## src/rtl/bcd_counter_pkg.sv

```systemverilog
// Shared constants and helpers for the multi-digit BCD counter.
// Holds the digit width, the largest decimal digit and the legal DIGITS range.
package bcd_counter_pkg;

  localparam int         BCD_W      = 4;
  localparam logic [3:0] BCD_MAX    = 4'd9;
  localparam int         DIGITS_MIN = 1;
  localparam int         DIGITS_MAX = 8;

  // Nibbles A-F from the load bus become 9 so no digit ever leaves 0..9.
  function automatic logic [BCD_W-1:0] clamp_bcd(input logic [BCD_W-1:0] nib);
    return (nib > BCD_MAX) ? BCD_MAX : nib;
  endfunction

endpackage

```

## src/rtl/bcd_counter_digit.sv

```systemverilog
// One decade digit: synchronous reset, load, and up/down step with 9<->0 wrap.
// Reports at_max/at_min so the parent can ripple carry and borrow enables.
module bcd_digit
  import bcd_counter_pkg::*;
(
  input  logic             CLK,
  input  logic             RST,
  input  logic             LOAD,
  input  logic [BCD_W-1:0] load_nib,
  input  logic             step,
  input  logic             UP,
  output logic [BCD_W-1:0] value,
  output logic             at_max,
  output logic             at_min
);

  logic [BCD_W-1:0] value_q;
  logic [BCD_W-1:0] value_d;

  always_comb begin
    value_d = value_q;
    if (LOAD) begin
      value_d = load_nib;
    end else if (step) begin
      if (UP) begin
        value_d = (value_q == BCD_MAX) ? '0 : value_q + 4'd1;
      end else begin
        value_d = (value_q == '0) ? BCD_MAX : value_q - 4'd1;
      end
    end
  end

  always_ff @(posedge CLK) begin
    if (RST) begin
      value_q <= '0;
    end else begin
      value_q <= value_d;
    end
  end

  assign value  = value_q;
  assign at_max = (value_q == BCD_MAX);
  assign at_min = (value_q == '0);

endmodule

```

## src/rtl/bcd_counter.sv

```systemverilog
// Multi-digit synchronous up/down BCD counter with load, a combinational
// terminal count for cascading and a registered one-cycle wrap pulse.
module bcd_counter
  import bcd_counter_pkg::*;
#(
  parameter int DIGITS = 4
) (
  input  logic                    CLK,
  input  logic                    RST,
  input  logic                    EN,
  input  logic                    UP,
  input  logic                    LOAD,
  input  logic [BCD_W*DIGITS-1:0] LOAD_VAL,
  output logic [BCD_W*DIGITS-1:0] COUNT,
  output logic                    TC,
  output logic                    WRAP
);

  if (DIGITS < DIGITS_MIN || DIGITS > DIGITS_MAX) begin : g_bad_digits
    $error("bcd_counter: DIGITS=%0d outside legal range %0d..%0d",
           DIGITS, DIGITS_MIN, DIGITS_MAX);
  end

  logic [DIGITS-1:0] step;
  logic [DIGITS-1:0] at_max;
  logic [DIGITS-1:0] at_min;
  logic              tc_d;
  logic              wrap_q;
  logic              wrap_d;

  // Digit i steps only when every lower digit is at its wrap point.
  always_comb begin
    step[0] = EN & ~LOAD;
    for (int i = 1; i < DIGITS; i++) begin
      step[i] = step[i-1] & (UP ? at_max[i-1] : at_min[i-1]);
    end
  end

  for (genvar g = 0; g < DIGITS; g++) begin : g_digit
    bcd_digit u_digit (
      .CLK      (CLK),
      .RST      (RST),
      .LOAD     (LOAD),
      .load_nib (clamp_bcd(LOAD_VAL[BCD_W*g +: BCD_W])),
      .step     (step[g]),
      .UP       (UP),
      .value    (COUNT[BCD_W*g +: BCD_W]),
      .at_max   (at_max[g]),
      .at_min   (at_min[g])
    );
  end

  always_comb begin
    tc_d   = EN & ~LOAD & ~RST & (UP ? (&at_max) : (&at_min));
    wrap_d = tc_d;
  end

  always_ff @(posedge CLK) begin
    if (RST) begin
      wrap_q <= 1'b0;
    end else begin
      wrap_q <= wrap_d;
    end
  end

  assign TC   = tc_d;
  assign WRAP = wrap_q;

endmodule

```

## config.mk

```make
export PLATFORM = sky130hd
export DESIGN_NAME = bcd_counter
export DESIGN_NICKNAME = d
export VERILOG_FILES = /design/src/rtl/bcd_counter_pkg.sv /design/src/rtl/bcd_counter_digit.sv /design/src/rtl/bcd_counter.sv
export SDC_FILE = /design/constraint.sdc
export NUM_CORES = 1
export LEC_CHECK = 0
export ABC_AREA = 1
export BUFFER_PORTS_ARGS = -buffer_cell sky130_fd_sc_hd__clkbuf_2
export CORE_UTILIZATION = 41
export CTS_CLUSTER_SIZE = 28
export DETAILED_ROUTE_END_ITERATION = 8
export GPL_ROUTABILITY_DRIVEN = 0
export PLACE_DENSITY = 0.66
export RECOVER_POWER = 25
export SETUP_SLACK_MARGIN = 0.5
export SYNTH_ARGS = -nofsm -noshare
export SYNTH_HDL_FRONTEND = slang
export SYNTH_SLANG_ARGS = --single-unit
```

## constraint.sdc

```tcl
create_clock -name CLK -period 1.3 [get_ports CLK]
set_clock_uncertainty 0.15 [all_clocks]
set_input_delay 0.065 -clock CLK [delete_from_list [all_inputs] [get_ports CLK]]
set_output_delay 0.065 -clock CLK [all_outputs]
set_load 0.1 [all_outputs]
```

# Word-level counts from Yosys, hierarchy flattened
# Index checks and enable logic that the tools add are counted.
[totals]
regBits = 17
in_bits = 21
output_inout_bits = 18
elab_cells = 67
[classes]
addsub = 8
order_cmp = 4
eq_ne = 4
n_mux = 28
bitwise_logic = 8
reduce_logical = 10
[ops]
columns = ["op", "count"]
rows = [
  ["two-way mux 4 bit", 24],
  ["adder 4 x 1 -> 4 bit (second input constant)", 4],
  ["== test 4 bit (second input constant)", 4],
  ["greater-than comparator 4 bit (second input constant)", 4],
  ["zero test 4 bit", 4],
  ["subtractor 4 x 1 -> 4 bit (second input constant)", 4],
  ["AND reduction 4 bit", 2],
  ["nonzero test 2 bit", 4],
  ["bitwise AND 1 bit", 6],
  ["two-way mux 1 bit", 4],
  ["inverter 1 bit", 2],
]

# Longest topological paths before layout
[depth]
word_depth = 7
depth_mapped = 11
depth_no_buf = 11

# By module
# Synthesis repeated with hierarchy kept, for this count alone.
[hier_totals]
hier_cells = 284
hier_area_um2 = 1565.3
[modules_own_cells]
columns = ["module", "instances", "cells_per_inst", "area_per_inst_um2"]
rows = [
  ["bcd_digit", 4, 57, 327.8],
  ["bcd_counter", 1, 56, 254.0],
]

# Least setup slack after synthesis
# No wires, ideal clock.
[synth_timing]
path_kind = "flip-flop to output port"
start = "reg g_digit[1].u_digit.value_q[3]"
end = "out TC"
arrival_ns = 3.571
setup_slack_ns = -2.486
stages_incl_launch_ff = 7
path_buffers = 0
path_cell_list = "dfxtp_1 inv_1 nor2_1 nand2_1 nor2_1 a31oi_1 nor3_1"
[synth_between]
elab_chain_cells = 4
word_cells_on_any_way = 6
classes_between = "1 x eq/ne; 1 x mux; 1 x bitwise; 3 x reduce/logical"
[synth_rtl]
columns = ["item", "line", "rtl"]
rows = [
  ["start, declared", "bcd_counter_digit.sv:17", "logic [BCD_W-1:0] value_q;"],
  ["start signal, assigned", "bcd_counter_digit.sv:37", "value_q <= value_d;"],
  ["== test 4 bit or zero test 4 bit (tied branches)", "bcd_counter_digit.sv:42, bcd_counter_digit.sv:43", ""],
  ["AND reduction 4 bit", "bcd_counter.sv:54", "tc_d = EN & ~LOAD & ~RST & (UP ? (&at_max) : (&at_min));"],
  ["two-way mux 1 bit *", "bcd_counter.sv:54", ""],
  ["bitwise AND 1 bit *", "bcd_counter.sv:54", ""],
  ["end, declared", "bcd_counter.sv:15", "output logic TC,"],
]
# Mark *: on every way between the ends. The rest lies on a longest branch, timed or not.

# Final worst setup path
[layout_timing]
start = "reg g_digit[2].u_digit.value_q[2]"
end = "out TC"
[layout_between]
elab_chain_cells = 4
word_cells_on_any_way = 6
classes_between = "1 x eq/ne; 1 x mux; 1 x bitwise; 3 x reduce/logical"
[layout_rtl]
columns = ["item", "line"]
rows = [
  ["start, declared", "bcd_counter_digit.sv:17"],
  ["start signal, assigned", "bcd_counter_digit.sv:37"],
  ["== test 4 bit or zero test 4 bit (tied branches)", "bcd_counter_digit.sv:42, bcd_counter_digit.sv:43"],
  ["AND reduction 4 bit", "bcd_counter.sv:54"],
  ["two-way mux 1 bit *", "bcd_counter.sv:54"],
  ["bitwise AND 1 bit *", "bcd_counter.sv:54"],
]
# Marks and branches as above.

==> results by stage <==
Run status:
- The run finished, with violations left.
- The checks that failed: negative hold slack, negative setup slack.

STA:
- The hold violation total from the final report came to 5.
- Setup repair after global routing could not meet its margin everywhere.
- Setup violations remaining at the end of the flow were counted as 16.
- On the final layout, the worst hold slack is -0.102 ns.
- The count of final max-slew check failures is 0.
- The post-route clock period utilization is 136%.
- Counting I/O delays and the setup requirement, the final critical path takes 1.76 ns.
- Based on the critical path, the design can be clocked at up to approximately 570 MHz.
- The final worst-path setup slack is -0.464 ns.
- The transition time at the pin with the least slew margin is 0.320 ns.
- The max-slew headroom at the worst pin is between 70% and 80%.

CTS:
- Clock-pin slew was measured on the worst setup and hold paths at approximately 0.070 ns.
- The TritonCTS clock tree is done.
- The clock net in this run drives a total of 17 sinks.
- In this run the number of H-tree levels came out at 1.
- The tree is rooted in a sky130_fd_sc_hd__clkbuf_8.
- The later pin in the worst-skew pair is clocked with a latency of ~0.26 ns.
- Clock tree synthesis inserted a total of 3 buffers.
- The maximum buffer depth of the clock tree is 2.

GRT:
- For this run the aggregate overflow at the end of global routing stands at 0.
- The number of global-route vias before repair is about 1.9k.
- Across every metal layer, demand over resource in global routing totals about 26%.
- The number of antenna violations at the first check in global routing is 0.
- The first global-routing pass estimated around 8.5 mm of wire.
- Entering global routing, the biggest net connects 18 pins.

Die:
- The die footprint is 0.00412 mm^2.
- After floorplanning, the core was sized to cover roughly 0.0037 mm^2.
- The count of standard-cell rows is 22.
- The number of top-level pins is 39.
- The floorplan die height is 64.2 um.
- The effective utilization at floorplan is between 40% and 50%.
- The width of the die is between 60 and 70 um.

Worst hold path:
- In this run the worst hold path is classified as in2reg.

Pwr:
- The cell leakage power is 1.42 nW.
- The worst-case IR drop observed on VDD is approximately 0.65 mV.
- The sum of internal, switching and leakage power is 2.59 mW.
- In this run the power density over the cells is 894 mW/mm^2.

Synth:
- The register bit count reported by yosys is 17.
- Dividing the synthesized area by the synthesized cell count gives 5.72 um^2.
- The number of nets in the synthesized netlist is slightly below 300.
- The number of warnings printed during yosys synthesis is 0.
- The post-synthesis cell type count is 29.
- Synthesis produced a netlist whose cell count is between 200 and 300.
- Summing every instance area after synthesis gives between 0.0015 and 0.002 mm^2.
- The share of synthesized area occupied by flip-flops and latches is between 20% and 30%.

Finish:
- The repair_antennas step left the layout with diodes totalling 0.
- The synthesis-to-layout area growth is 83.2%.
- The layout net count is slightly below 400.
- In the layout the commonest cells are sky130_fd_sc_hd__nand2_1, sky130_fd_sc_hd__buf_4, sky130_fd_sc_hd__inv_1, sky130_fd_sc_hd__buf_6, sky130_fd_sc_hd__nor2_1.
- Cells with a size suffix above 1 make up roughly half of the layout.
- Leaving out fill and tap cells, the most frequent cell in the layout is sky130_fd_sc_hd__nand2_1.

Routing:
- The total number of vias is 2173.
- Dividing the detail-routed wire length by the instance count gives 13.4 um.
- The initial detailed-routing violation count is 140.
- After detailed routing, the total wire length is 5.60 mm.
- In the routed layout, each cell is associated on average with a via count of ~5.2.
- The residual DRC count is 0.
- The first-pass iteration count of the detailed router is 4.
- The number of nets with antenna violations after routing is 0.

Worst setup path:
- The kind of capture point of the worst setup path is a primary output.
- Setup slack on the worst reg-to-reg path comes out at -0.34 ns.
- At the worst endpoint, the arrival time is around 1.6 ns.
- The kind of start point of the critical path is a flip-flop.
- The startpoint-to-endpoint class of the critical path is reg2out.
- Traced cell by cell, the critical path runs through nor2_4, nand3_2, nor2_2, a31oi_4, nor3_4, buf_12.
- For the worst setup path, the data required time is 1.09 ns.
- The peak per-stage delay on the critical path is about 0.36 ns.
- In this run the worst path has a maximum fanout of 3.
- The master of the slowest instance on the critical path is sky130_fd_sc_hd__dfxtp_4.

Place:
- The detailed placement HPWL is between 3 and 4 mm.
- The count of buffers inserted at the top-level ports is 38.

Flow run:
- Across the run, the number of max-cap violations was 0.
[Yosys cell counts]
master | instances | share of area [%]
sky130_fd_sc_hd__nand2_1 | 79 | 19
sky130_fd_sc_hd__nor2_1 | 34 | 8.1
sky130_fd_sc_hd__inv_1 | 30 | 7.1
sky130_fd_sc_hd__nand3_1 | 25 | 7.9
sky130_fd_sc_hd__o21ai_0 | 19 | 6.0
sky130_fd_sc_hd__dfxtp_1 | 17 | 21
sky130_fd_sc_hd__a21oi_1 | 14 | 4.4
sky130_fd_sc_hd__nor2_2 | 8 | 3.2
sky130_fd_sc_hd__nand2_2 | 6 | 2.4
sky130_fd_sc_hd__inv_2 | 5 | 1.2
sky130_fd_sc_hd__nor3_1 | 5 | 1.6
sky130_fd_sc_hd__a31oi_1 | 4 | 1.6
sky130_fd_sc_hd__o21ai_1 | 4 | 1.3
sky130_fd_sc_hd__buf_2 | 3 | 0.95
sky130_fd_sc_hd__nand2_4 | 3 | 2.1
sky130_fd_sc_hd__nor2_4 | 3 | 2.1
sky130_fd_sc_hd__buf_4 | 2 | 0.95
sky130_fd_sc_hd__clkbuf_1 | 2 | 0.47
sky130_fd_sc_hd__nand4_1 | 2 | 0.79
sky130_fd_sc_hd__o211ai_1 | 2 | 0.95
sky130_fd_sc_hd__xor2_1 | 2 | 1.1
sky130_fd_sc_hd__a21boi_0 | 1 | 0.47
sky130_fd_sc_hd__a21oi_2 | 1 | 0.55
sky130_fd_sc_hd__a22oi_1 | 1 | 0.47
sky130_fd_sc_hd__buf_6 | 1 | 0.71
sky130_fd_sc_hd__nand2_8 | 1 | 1.3
sky130_fd_sc_hd__nand3_2 | 1 | 0.63
sky130_fd_sc_hd__o21ai_4 | 1 | 1.0
sky130_fd_sc_hd__o221ai_1 | 1 | 0.55
[per-layer routing]
metal | up-vias | GRT usage [%] | wire [um]
met5 | - | 0 | 0
met4 | 0 | 10.0 | 143
met3 | 19 | 2.68 | 253
met2 | 74 | 44.9 | 2860
met1 | 998 | 32.8 | 2350
li1 | 1082 | - | -
[final cells by class]
cell class | count | area (um^2)
inverter | 35 | 136
sequential | 17 | 404
fill | 249 | 787
timing repair buffer | 96 | 965
clock buffer | 4 | 45.0
multi-input combinational | 217 | 1290
tap | 48 | 60.1
[power breakdown]
group / total (mW) / internal (mW) / switching, mW
logic: 1.54 / 0.633 / 0.902
clock network: 0.426 / 0.218 / 0.208
registers: 0.633 / 0.564 / 0.0693
total: 2.59 / 1.42 / 1.18
[kinds of logic (layout without fill, tap and decap cells)]
family	count (synthesis)	in the layout	share of synthesized area [%]
buffers and inverters	43	135	11.4
and+or+nand+nor	167	167	48.7
DFF	17	17	21.5
xor gates and xnor gates	2	2	1.11
AOI/OAI and AO/OA	48	48	17.3
[critical path: cells and delay by family (launching register included)]
| kind | cells | cell delay (ns) |
|---|---|---|
| AO/OA/AOI/OAI | 1 | 0.11 |
| flip-flops | 1 | 0.36 |
| buffers and inverters | 1 | 0.20 |
| AND/OR/NAND/NOR | 4 | 0.62 |
[registers in the layout, indices dropped and copies added (netlist names)]
register,flops
g_digit.u_digit.value,16
WRAP,1
[metrics by stage]
| stage | area [um^2] | cells | TNS [ns] | utilization [%] | setup WS [ns] |
|---|---|---|---|---|---|
| 3_5_place_dp | 2540 | 401 | -2.09 | 68.8 | -0.196 |
| 5_1_grt | 2900 | 417 | -5.40 | 78.7 | -0.529 |
| 3_3_place_gp | 2540 | 401 | -1.61 | 68.8 | -0.153 |
| 6_report | 2900 | 417 | -4.20 | 78.7 | -0.464 |
| 4_1_cts | 2730 | 410 | -3.15 | 73.9 | -0.435 |
| 2_1_floorplan | 1710 | 277 | -3.80 | - | -0.670 |
[path summary, 6_finish.rpt]
check                                      startpoint                                        to  depth (start not counted)
min reg2reg  g_digit[2].u_digit.value[3]$_SDFFE_PP0P_  g_digit[2].u_digit.value[3]$_SDFFE_PP0P_                          3
max          g_digit[2].u_digit.value[2]$_SDFFE_PP0P_                                        TC                          6
min                                       LOAD_VAL[0]  g_digit[0].u_digit.value[0]$_SDFFE_PP0P_                          3
max reg2reg  g_digit[0].u_digit.value[2]$_SDFFE_PP0P_  g_digit[3].u_digit.value[3]$_SDFFE_PP0P_                         11
[what timing repair did]
item | in CTS | in global routing
endpoints found under the hold margin | 7 | 5
setup buffers | 5 | 7
gates resized for setup | 34 | 39
setup endpoints to repair | 35 | 35
pin swaps | 8 | 18
Note: power is estimated with default switching activity, not from simulation.
